$ cat src/rtl/c17_locked_reg.sv
`timescale 1ns/1ps
// Logic-locked ISCAS-85 c17 core (key 111 unlocks) between input and output register stages.
// Latency 2 edges (1 when REGISTER_INPUTS=0); no backpressure, one vector accepted every cycle.
module c17_locked_reg #(
    parameter int unsigned REGISTER_INPUTS = 1
) (
    input  logic clk,
    input  logic rst_n,
    input  logic N1,
    input  logic N2,
    input  logic N3,
    input  logic N6,
    input  logic N7,
    input  logic keyinput24,
    input  logic keyinput25,
    input  logic keyinput26,
    output logic N22,
    output logic N23
);

    logic [7:0] in_raw;
    logic [7:0] stg;

    assign in_raw = {N1, N2, N3, N6, N7, keyinput24, keyinput25, keyinput26};

    generate
        if (REGISTER_INPUTS != 0) begin : g_in_reg
            logic [7:0] in_q;
            always_ff @(posedge clk or negedge rst_n) begin
                if (!rst_n) begin
                    in_q <= 8'd0;
                end else begin
                    in_q <= in_raw;
                end
            end
            assign stg = in_q;
        end else begin : g_in_comb
            assign stg = in_raw;
        end
    endgenerate

    logic s_n1, s_n2, s_n3, s_n6, s_n7, s_k24, s_k25, s_k26;
    logic n10, n11, k11, n16, k16, n19, k19;
    logic [1:0] out_d;
    logic [1:0] out_q;

    assign {s_n1, s_n2, s_n3, s_n6, s_n7, s_k24, s_k25, s_k26} = stg;

    // A key bit of 1 passes its net through; 0 inverts it.
    assign n10 = ~(s_n1 & s_n3);
    assign n11 = ~(s_n3 & s_n6);
    assign k11 = ~(n11 ^ s_k24);
    assign n16 = ~(s_n2 & k11);
    assign k16 = ~(n16 ^ s_k25);
    assign n19 = ~(k11 & s_n7);
    assign k19 = ~(n19 ^ s_k26);

    assign out_d = {~(n10 & k16), ~(k16 & k19)};

    always_ff @(posedge clk or negedge rst_n) begin
        if (!rst_n) begin
            out_q <= 2'b00;
        end else begin
            out_q <= out_d;
        end
    end

    assign N22 = out_q[1];
    assign N23 = out_q[0];

endmodule

$ cat config.mk
export PLATFORM = sky130hd
export DESIGN_NAME = c17_locked_reg
export DESIGN_NICKNAME = d
export VERILOG_FILES = /design/src/rtl/c17_locked_reg.sv
export SDC_FILE = /design/constraint.sdc
export NUM_CORES = 1
export LEC_CHECK = 0
export CORE_AREA = 2 2 39 41
export CTS_BUF_LIST = sky130_fd_sc_hd__clkbuf_4
export CTS_CLUSTER_SIZE = 12
export DETAILED_ROUTE_END_ITERATION = 6
export DIE_AREA = 0 0 41 43
export PLACE_DENSITY = 0.6
export SLEW_MARGIN = 15
export SYNTH_ARGS = -nofsm -noshare
export SYNTH_HDL_FRONTEND = slang
export SYNTH_SLANG_ARGS = --single-unit
$ cat constraint.sdc
create_clock -name clk -period 1.4 [get_ports clk]
set_clock_uncertainty 0.15 [all_clocks]
set_input_delay 0.21 -clock clk [delete_from_list [all_inputs] [get_ports clk]]
set_output_delay 0.21 -clock clk [all_outputs]
set_load 0.02 [all_outputs]
# [Yosys cells after proc, flatten, opt, wreduce, memory -nomap -nowiden]
# Cells that the tools add are included.
[op_classes] bitwise=18
[op_table] op="1-bit inverter" n=9
[op_table] op="1-bit bitwise AND" n=6
[op_table] op="1-bit bitwise XOR" n=3
[word_totals] reg_bits=10 input_bits=10 output_inout_bits=2 word_cells=20

# [Logic depth before layout (Yosys ltp)]
[logic_depth] ltp_word=10 depth_mapped=3 mapped_depth_nobuf=3

# [Worst setup path after synthesis]
# Ideal clock, no wire load.
[synth_path] path_kind="reg2reg" startpoint="register g_in_reg.in_q[5]" endpoint="register out_q[0]" arrival_time_ps=878 t_required_ps=1129 setup_slack_ps=250 path_stages_with_launch=4 n_path_buf=0 period_less_slack_ps=1150 cell_sequence="dfrtp_1 -> a21bo_2 -> and2_2 -> o22a_1"
[synth_between] elab_chain_len=10
[synth_rtl] item="start: declaration" line="28" text="logic [7:0] in_q;"
[synth_rtl] item="start signal: assignment" line="33" text="in_q <= in_raw;"
[synth_rtl] item="1-bit bitwise AND (*)" line="51" text="assign n11 = ~(s_n3 & s_n6);"
[synth_rtl] item="1-bit inverter (*)" line="51"
[synth_rtl] item="1-bit bitwise XOR (*)" line="52" text="assign k11 = ~(n11 ^ s_k24);"
[synth_rtl] item="1-bit inverter (*)" line="52"
[synth_rtl] item="1-bit bitwise AND (on tied branches)" line="53, 55"
[synth_rtl] item="1-bit inverter (on tied branches)" line="53, 55"
[synth_rtl] item="1-bit bitwise XOR (on tied branches)" line="54, 56"
[synth_rtl] item="1-bit inverter (on tied branches)" line="54, 56"
[synth_rtl] item="1-bit bitwise AND (*)" line="58" text="assign out_d = {~(n10 & k16), ~(k16 & k19)};"
[synth_rtl] item="1-bit inverter (*)" line="58"
[synth_rtl] item="net out_d[0]" line="44" text="logic [1:0] out_d;"
[synth_rtl] item="end signal: assignment" line="64" text="out_q <= out_d;"
[synth_rtl] item="end: declaration" line="45" text="logic [1:0] out_q;"
# The timed path passes the listed nets; every way through them passes the cells marked *.

# [Final worst setup path]
[layout_path] startpoint="register out_q[1]" endpoint="output port N22"
[layout_rtl] item="end: declaration" line="17" text="output logic N22,"
# No word-level cell between the ends.

==> metrics.txt <==
largest stage delay on the critical path 0.36 ns; initial core utilization 0.255; Lkg Pwr 0.000211 uW; Final nets 51; worst vdd ir 0.471 mV; Setup crit end kind primary output; First-pass DRT Iterations 4; CP top delay family flip-flops; # fillers 140; Synthesis Warnings 0; die area 0.00176 sq mm; hold buffers post-CTS 0; path type of the worst setup path reg2out; Least-Margin Pin Slew 0.430 ns; H-Tree Depth 1; area post-placement 483 sq um; Pins Over Slew Limit 0; min Tclk post-route 1.28 ns; Met1 Wirelength 212 um; fmax 0.780 GHz; CTS Sinks 10; final hold violation count 0; CP bufs+invs 1; Startpoint Class flop; postcts setup bufs 0; pre-CTS setup slack 0.128 ns; setup slack, reg-to-reg 0.18 ns; initial antenna violation count 0; final RePlAce weighted congestion 0.599; sequential element share of the synthesized area 0.709; WL met2 264 um; Avg WL per Cell 9.55 um; die width 41 um; Post-Synthesis Cells 25; largest net degree at the start of global routing 11; DR vias/cell 4.16; top sig layer met3; core box area 0.00138 sq mm; first-pass GRT wire length 952 um; crit path cell chain dlygate4sd2_1; initial drt markers 1; final setup fails 0; Seq cells post-synth 10; Mapped Area 353 sq um; vias 229; RSZ-0062 raised after global routing false; placed insts 52; vias in the first global route 263; n_diodes 0; Mapped Nets 35; met3 wire len 48 um; post-synth cell types 14; IO Count 12; FF-to-FF path depth 3; outcome finished, final reports clean; Worst-Skew Late Latency 0.25 ns; Pwr Density 1110 mW/mm^2; WP data arrival 0.92 ns; clock root cell clkbuf_4; Final period util 0.916; Sum Neg Setup Slack 0 ns; layout cells sized above 1 0.128; Max Cap Viol 0; Reg clk slew, reported paths 0.06 ns; highest-delay cell along the critical path dfrtp_1; CTS Buf Count 3; Chip Height 43 um; P&R area growth vs syn 42.6%; Max clock buf depth 2; Remaining DRCs 0; CTS tree yes; Total Routing Usage GR 0.0866; worst r2r dst out_q[1]; worst endpoint required time 1.04 ns; Worst Path Max Fanout 1; FF-to-FF Start g_in_reg.in_q[5]; GRT overflow 0; Detail Route Antenna Nets 0; IO buf count 11; setup ws final 0.118 ns; Max-slew headroom 0.712; WHS 0.114 ns; Row Count 14; Routed WL 525 um; Final Cell Area 503 sq um; final std cells w/o fill 55; Synth Area per Inst 14.1 sq um; Hold Path Class in2async
-- layout make-up --
| type | instances | area (sq um) | area share |
|---|---|---|---|
| Timing Repair Buffer | 11 | 108 | 0.214 |
| Multi-Input combinational cell | 14 | 98.8 | 0.197 |
| Clock buffer | 3 | 22.5 | 0.0448 |
| Tap cell | 16 | 20.0 | 0.0398 |
| Sequential cell | 10 | 250 | 0.498 |
| Inverter | 1 | 3.75 | 0.00746 |
-- how the worst max path moves through the flow --
stage	start	to	slack, ns	cells past startpoint
after floorplan	g_in_reg.in_q[5]	out_q[0]	0.25	3
after global placement	out_q[1]	N22	0.15	1
after detailed placement	out_q[1]	N22	0.13	1
after CTS	out_q[1]	N22	0.1	1
after global routing	g_in_reg.in_q[6]	out_q[0]	0.08	3
final	out_q[1]	N22	0.12	1
-- through the flow --
step | util | total power, uW
final | 0.363 | 560
after detailed placement | 0.349 | 393
after CTS | 0.363 | 574
after floorplan | - | 348
after global placement | 0.349 | 390
after global routing | 0.363 | 600
-- synthesized netlist by cell type --
cell	n	area [sq um]
nand3b_1	1	7.51
inv_1	1	3.75
dfrtp_1	10	250
and2_2	1	7.51
a21oi_1	3	15.0
nor2_1	1	3.75
mux2i_1	1	10.0
a31oi_1	1	6.26
xor2_1	1	8.76
a21boi_1	1	7.51
nor4bb_1	1	10.0
nand2_1	1	3.75
a21bo_2	1	10.0
o22a_1	1	8.76
-- timing repair --
item,in CTS,in global routing
endpoints found under the hold margin,0,0
gates resized for setup,2,0
endpoints found under the setup margin,2,0
-- power breakdown --
group          internal (uW)  switching (uW)  leakage, uW
Sequential               306            10.3     0.000114
Clock                   98.2            79.4    0.0000138
Combinational           40.8            24.9    0.0000833
-- placed cells by master, fill, tap and decap left out, drive strengths merged, types with 2 or more instances in the layout --
cell and instances:
a21oi 3, clkbuf 3, clkdlybuf4s50 9, dfrtp 10, dlygate4sd2 2
-- kinds of logic (layout without fill, tap and decap cells) --
kind of cell / Yosys count / count (layout) / share of synthesized area
XOR/XNOR: 1 / 1 / 0.0248
AO/OA/AOI/OAI: 7 / 7 / 0.135
buffers and inverters: 1 / 15 / 0.0106
multiplexers: 1 / 1 / 0.0284
flip-flops: 10 / 10 / 0.709
AND/OR/NAND/NOR: 5 / 5 / 0.0922
-- per-layer routing --
layer  up-vias  track usage
met5         -            0
met2         9        0.122
li1        117            -
met4         0       0.0600
met3         0       0.0524
met1       103       0.0912
-- registers in the layout, summed over array words and instances (netlist names) --
register / flops
out_q: 2
g_in_reg.in_q: 8
Note: power is estimated with default switching activity, not from simulation.
